$ cat src/rtl/alu_exec_ctrl.sv
`default_nettype none
// ============================================================================
// alu_exec_ctrl : four-state execute sequencer around an external ALU
//                 (operand read, ALU drive, result capture, write-back/PSR).
// Revision      : 1.0
// ============================================================================
module alu_exec_ctrl #(
  parameter int NREGS = 16,
  parameter int WIDTH = 16
) (
  input  logic             clk,
  input  logic             reset,
  input  logic             in_valid,
  output logic             in_ready,
  input  logic [4:0]       in_op,
  input  logic [3:0]       in_rdest,
  input  logic [3:0]       in_rsrc,
  input  logic [7:0]       in_imm,
  input  logic             in_imm_en,
  input  logic             in_imm_signed,
  output logic [WIDTH-1:0] alu_rdest,
  output logic [WIDTH-1:0] alu_rsrc,
  output logic [4:0]       alu_opcode,
  input  logic [WIDTH-1:0] alu_out,
  input  logic [4:0]       alu_flags,
  output logic [4:0]       psr,
  output logic             wb_valid,
  output logic [3:0]       wb_addr,
  output logic [WIDTH-1:0] wb_data,
  input  logic [3:0]       dbg_addr,
  output logic [WIDTH-1:0] dbg_data
);

  localparam logic [4:0] c_OP_ADD  = 5'd0;
  localparam logic [4:0] c_OP_SUB  = 5'd1;
  localparam logic [4:0] c_OP_CMP  = 5'd2;
  localparam logic [4:0] c_OP_LAST = 5'd9;

  typedef enum logic [1:0] {
    S_IDLE = 2'd0,
    S_READ = 2'd1,
    S_EXEC = 2'd2,
    S_WB   = 2'd3
  } state_t;

  state_t           state_q;
  logic [4:0]       op_q;
  logic [3:0]       rdest_q;
  logic [3:0]       rsrc_q;
  logic [7:0]       imm_q;
  logic             imm_en_q;
  logic             imm_signed_q;
  logic [WIDTH-1:0] opa_q;
  logic [WIDTH-1:0] opb_q;
  logic [4:0]       aluop_q;
  logic [WIDTH-1:0] res_q;
  logic [4:0]       flags_q;
  logic [4:0]       psr_q;
  logic             wb_valid_q;
  logic [3:0]       wb_addr_q;
  logic             in_ready_q;
  logic [WIDTH-1:0] regs_q [NREGS];

  logic [WIDTH-1:0] imm_ext_d;
  logic [WIDTH-1:0] opb_d;
  logic             writes_d;
  logic [4:0]       psr_d;

  assign imm_ext_d = {{(WIDTH-8){imm_q[7] & imm_signed_q}}, imm_q};
  assign opb_d     = imm_en_q ? imm_ext_d : regs_q[rsrc_q];
  assign writes_d  = (op_q <= c_OP_LAST) && (op_q != c_OP_CMP);

  // Z is recomputed here: ADD/SUB report a zero result, CMP reports equality.
  always_comb begin
    psr_d = psr_q;
    if (op_q == c_OP_ADD || op_q == c_OP_SUB) begin
      psr_d = {flags_q[4], (res_q == '0), flags_q[2:0]};
    end else if (op_q == c_OP_CMP) begin
      psr_d = {flags_q[4], (opa_q == opb_q), flags_q[2:0]};
    end
  end

  always_ff @(posedge clk) begin
    if (reset) begin
      state_q      <= S_IDLE;
      op_q         <= '0;
      rdest_q      <= '0;
      rsrc_q       <= '0;
      imm_q        <= '0;
      imm_en_q     <= 1'b0;
      imm_signed_q <= 1'b0;
      opa_q        <= '0;
      opb_q        <= '0;
      aluop_q      <= '0;
      res_q        <= '0;
      flags_q      <= '0;
      psr_q        <= '0;
      wb_valid_q   <= 1'b0;
      wb_addr_q    <= '0;
      in_ready_q   <= 1'b1;
      for (int i = 0; i < NREGS; i++) begin
        regs_q[i] <= '0;
      end
    end else begin
      case (state_q)
        S_IDLE: begin
          if (in_valid) begin
            op_q         <= in_op;
            rdest_q      <= in_rdest;
            rsrc_q       <= in_rsrc;
            imm_q        <= in_imm;
            imm_en_q     <= in_imm_en;
            imm_signed_q <= in_imm_signed;
            in_ready_q   <= 1'b0;
            state_q      <= S_READ;
          end
        end
        S_READ: begin
          opa_q   <= regs_q[rdest_q];
          opb_q   <= opb_d;
          aluop_q <= op_q;
          state_q <= S_EXEC;
        end
        S_EXEC: begin
          res_q      <= alu_out;
          flags_q    <= alu_flags;
          wb_addr_q  <= rdest_q;
          wb_valid_q <= writes_d;
          state_q    <= S_WB;
        end
        S_WB: begin
          if (wb_valid_q) begin
            regs_q[wb_addr_q] <= res_q;
          end
          psr_q      <= psr_d;
          wb_valid_q <= 1'b0;
          in_ready_q <= 1'b1;
          state_q    <= S_IDLE;
        end
        default: begin
          wb_valid_q <= 1'b0;
          in_ready_q <= 1'b1;
          state_q    <= S_IDLE;
        end
      endcase
    end
  end

  assign in_ready   = in_ready_q;
  assign alu_rdest  = opa_q;
  assign alu_rsrc   = opb_q;
  assign alu_opcode = aluop_q;
  assign psr        = psr_q;
  assign wb_valid   = wb_valid_q;
  assign wb_addr    = wb_addr_q;
  assign wb_data    = res_q;
  assign dbg_data   = regs_q[dbg_addr];

endmodule
`default_nettype wire

$ cat config.mk
export PLATFORM = sky130hd
export DESIGN_NAME = alu_exec_ctrl
export DESIGN_NICKNAME = d
export VERILOG_FILES = /design/src/rtl/alu_exec_ctrl.sv
export SDC_FILE = /design/constraint.sdc
export NUM_CORES = 1
export LEC_CHECK = 0
export CORE_MARGIN = 1.5
export CORE_UTILIZATION = 30
export CTS_BUF_LIST = sky130_fd_sc_hd__clkbuf_4
export DETAILED_ROUTE_END_ITERATION = 6
export GPL_ROUTABILITY_DRIVEN = 0
export HOLD_SLACK_MARGIN = 0.08
export PLACE_DENSITY = 0.57
export RECOVER_POWER = 25
export SYNTH_ARGS = -nofsm -noshare
export SYNTH_HDL_FRONTEND = slang
export SYNTH_SLANG_ARGS = --single-unit
$ cat constraint.sdc
create_clock -name clk -period 4.5 [get_ports clk]
set_input_delay 0.45 -clock clk [delete_from_list [all_inputs] [get_ports clk]]
set_output_delay 0.45 -clock clk [all_outputs]
set_load 0.03 [all_outputs]
Word-level counts from Yosys, hierarchy flattened --
Memory sizes are Yosys's and may differ from the RTL's. A register that Yosys moved wholly into a read port is not among the register bits. Index checks and enable logic that the tools add are counted.
Cells by class: $lt $le $gt $ge 1, eq/ne operators 8, muxes and demuxes 19, bitwise gates (word level) 1, reduce and logical (&&, ||, !) cells 12
Operator list (number):
- 2-to-1 mux 16 bit | 2
- == test 16 bit | 1
- logical NOT 16 bit | 1
- OR reduction 16 bit | 1
- 2-to-1 mux 4 bit | 3
- 2-to-1 mux 5 bit | 2
- 2-to-1 mux 1 bit | 8
- case mux 2 bit (4 select lines) | 1
- AND reduction 2 bit | 3
- nonzero test 2 bit | 3
- == test 5 x 1 -> 1 bit, second input constant | 1
- == test 5 x 2 -> 1 bit, second input constant | 1
- less-or-equal comparator 5 x 4 -> 1 bit, second input constant | 1
- logical NOT 5 bit | 1
- != test 5 x 2 -> 1 bit, second input constant | 1
- == test 2 bit, second input constant | 2
- case mux 1 bit (2 select lines) | 2
- == test 2 x 1 -> 1 bit, second input constant | 1
- logical NOT 2 bit | 1
- 2-to-1 mux 2 bit | 1
- != test 2 bit, second input constant | 1
- bitwise AND 1 bit | 1
- logical AND 1 bit | 1
- logical OR 1 bit | 1
Storage, ports and cells: flip-flop bits (word level) 78, RAM bits 256, bits of input ports 51, output and inout bits 80, word-level logic and storage cells 57, memories 1
Memory list:
- regs_q | words 16, width 16, read ports 3, clocked after memory_dff 2, wr ports 16, line 62 | logic [WIDTH-1:0] regs_q [NREGS];

Logic depth before layout (Yosys ltp) --
depth in word-level cells 6, gate-level depth with buffers 9

Worst setup path before layout --
Ideal clock, no wire load.
path type input port to output port, start point in dbg_addr[1], end point out dbg_data[0], arrival 1.963 ns, setup slack 2.087 ns, stages on the path 4, path buffers 2, cell sequence clkbuf_1 > buf_1 > mux4_2 > mux4_2
On the way: word-level cells in the longest chain between the ends 1
Ends and longest elaborated chain:
- start: declaration | line 30 | input logic [3:0] dbg_addr,
- memory read (16 x 16 bit)
- end: declaration | line 31 | output logic [WIDTH-1:0] dbg_data
Every way passes these cells.

==> flow_summary.ini <==
[logic_synthesis]
synth_warnings = 0
synth_nets = 1441
synthArstFlopShare = 0
synth_edf_count = 256
synthFlopType = edfxtp_1
ys_seq_area_frac = 0.496
synth_seq_cells = 353
synth.distinct_cells = 50
synthCells = 1385
avgSynthCellArea_sq_um = 14.0
synth_area_sq_um = 19400

[grt]
grt_pass1_vias = 13900
antenna_found_initial = 1
grt_max_degree = 65
grt_pass1_wl_um = 99000
grt_usage = 0.210
grt.overflow.total = 0

[worst_setup_path]
crit_path_end_kind = flop
cpMaxStageDelayCell = clkbuf_1
slowest_delay_ns = 1.21
cp-start-kind = flop
cp_top_family = simple AND/OR/NAND/NOR gates
path_class = reg2reg
cp.required_ns = 4.92
crit_fanout = 17
crit_arrival_ns = 4.38
crit_buf_inv = 2
cp_cell_sequence = ha_1 -> nand3b_1 -> inv_1 -> nand3_1 -> nor2_1 -> clkbuf_1 -> or2_2

[clock_tree]
cts_num_sinks = 353
cts_inserted_buffers = 101
insertion_delay_ns = 0.87
cts_hold_buffers = 2
cts_tree = yes
root_buffer = clkbuf_4
cts_setup_buffers = 0
htree_levels = 3
clk_pin_slew_ns = 0.06
ctsResizeCount = 0
clk_path_buf_depth = 3

[detailed_routing]
viasPerCell = 5.50
wl_um = 69900
first_pass_iters = 5
vias = 13700
drcViolationCount = 0
ant_nets = 0
drt_iter0_drc = 1628
wl_per_cell_um = 28.1

[floorplan]
fp.dieH_um = 257
initial_core_util = 0.302
io_pins = 131
num_rows = 93
dieWidth_um = 257
die_area_sq_um = 66200
core_area_sq_um = 64200

[pwr]
p_leak_nw = 7.94
p_per_area_nw_per_um2 = 434
ir_drop_mv = 0.158

[min_path]
hold_path.class = in2reg

[run_status]
status = finished with violations
violations = max-capacitance violations, max-slew violations

[sta]
timing.slew.headroom = -0.343
fin_crit_ns = 3.96
max_freq_mhz = 253
finalMaxSlewViolations = 123
report.final.hold_viol_count = 0
fin_skew_ns = 0.0689
tightestPinTransition_ns = 2.01
setup-tns-final_ns = 0
finalSetupViolations = 0
fin_crit_sh = 0.880
rsz0062_at_grt = no

[place]
postPlaceCellArea_sq_um = 21500
hpwl_um = 42900
numPortBuffers = 129
dpl.cell_count = 2293

[final_layout]
final_util = 0.356
final_area_sq_um = 22900
finalNonFillerCells = 2489
drive_gt1_frac = 0.244
fillCellCount = 6166
nets = 1599
area_growth_pct = 17.8

[flow_run]
cap_violations = 6
through the flow:
stage          power (W)  setup WS (ns)  hold slack, ns
3_3_place_gp     0.00683           1.14           0.436
3_5_place_dp     0.00686           1.13           0.446
6_report         0.00992          0.540           0.148
2_1_floorplan    0.00574           2.09           0.436
4_1_cts          0.00998          0.975          0.0856
5_1_grt           0.0103          0.486           0.122
metal layers:
| layer | up-vias | GRT usage | part of all wire |
|---|---|---|---|
| li1 | 5700 | - | - |
| met1 | 6947 | 0.264 | 0.39 |
| met2 | 852 | 0.338 | 0.47 |
| met3 | 196 | 0.0479 | 0.091 |
| met4 | 0 | 0.108 | 0.047 |
| met5 | - | 0 | 0 |
cells in the final DEF (no fill, tap or decap), drive strengths merged, types with 6 or more instances in the layout:
| cell | synthesis | routed |
|---|---|---|
| nand2 | 55 | 55 |
| mux2i | 76 | 76 |
| nor2b | 26 | 26 |
| a221oi | 7 | 7 |
| nand4 | 6 | 6 |
| buf | 58 | 34 |
| a211oi | 21 | 21 |
| o22ai | 9 | 9 |
| clkdlybuf4s50 | 0 | 126 |
| xnor2 | 16 | 16 |
| nor3 | 7 | 7 |
| edfxtp | 256 | 256 |
| o22a | 16 | 16 |
| or2 | 17 | 17 |
| nand3 | 8 | 8 |
| o21ai | 30 | 30 |
| clkinv | 0 | 25 |
| a21oi | 41 | 41 |
| mux4 | 199 | 199 |
| clkbuf | 58 | 171 |
| inv | 28 | 31 |
| nor2 | 58 | 58 |
| and2 | 257 | 257 |
| a21o | 6 | 6 |
| dfxtp | 97 | 97 |
registers in the layout (all words and copies together) (netlist names), 5 cells and up, named ones only:
register,flops
alu_opcode,5
alu_rdest,16
alu_rsrc,16
imm_q,8
op_q,5
psr,5
regs_q,256
wb_data,16
worst min-delay path, stage by stage:
cell,delay [ns]
clkdlybuf4s50_1,0.41
nand2_1,0.06
a21oi_1,0.05
area by class of cell:
cell class,instances,area [sq um],area share
clock inverters,30,139,0.00608
flip-flops and latches,353,9640,0.422
well taps,855,1070,0.0468
repair buffers,171,1620,0.0708
clock buffers,162,1220,0.0532
diodes,2,5.00,0.000219
multi-input cells,888,9050,0.396
inverters,28,105,0.00460
where the power goes:
| group | switching [W] | internal [W] | leakage [nW] |
|---|---|---|---|
| sequential | 0.000505 | 0.00374 | 3.44 |
| combinational | 0.00145 | 0.00111 | 3.70 |
| clock | 0.00148 | 0.00164 | 0.808 |
| total | 0.00343 | 0.00649 | 7.94 |
synthesized netlist by cell type (8+ instances only):
cell type    n  area (sq um)
o21ai_0     30           150
buf_6        8          90.1
buf_4       11          82.6
or2_2       16           100
buf_2       21           105
mux2i_1     76           761
a211oi_1    21           158
buf_1       16          60.1
inv_1       28           105
clkbuf_1    54           203
nand3_1      8          40.0
and2_1     257          1610
xnor2_1     16           140
dfxtp_1     97          1940
nor2_1      55           206
nand2_1     55           206
o22a_1      16           140
edfxtp_1   256          7690
o22ai_1      9          56.3
nor2b_1     26           163
mux4_2     163          3670
a21oi_1     41           205
mux4_1      36           946
path summary, 6_finish.rpt:
check,slack [ns],endpoint,start,cells past startpoint
setup reg to reg,0.54,regs_q[11][10],state_q[0],7
setup / recovery,0.54,regs_q[11][10],state_q[0],7
hold reg to reg,0.46,imm_q[4],imm_q[4],2
hold / removal,0.15,imm_q[6],in_imm[6],3
cells by family after synthesis:
family	after synthesis	synth area share
fa+ha+maj	5	0.00322
simple gates	451	0.134
xor+xnor	16	0.00722
buf+inv	144	0.0361
flops	353	0.496
mux	275	0.277
compound gates	141	0.0464
No activity file was read; power rests on OpenSTA's default activity.
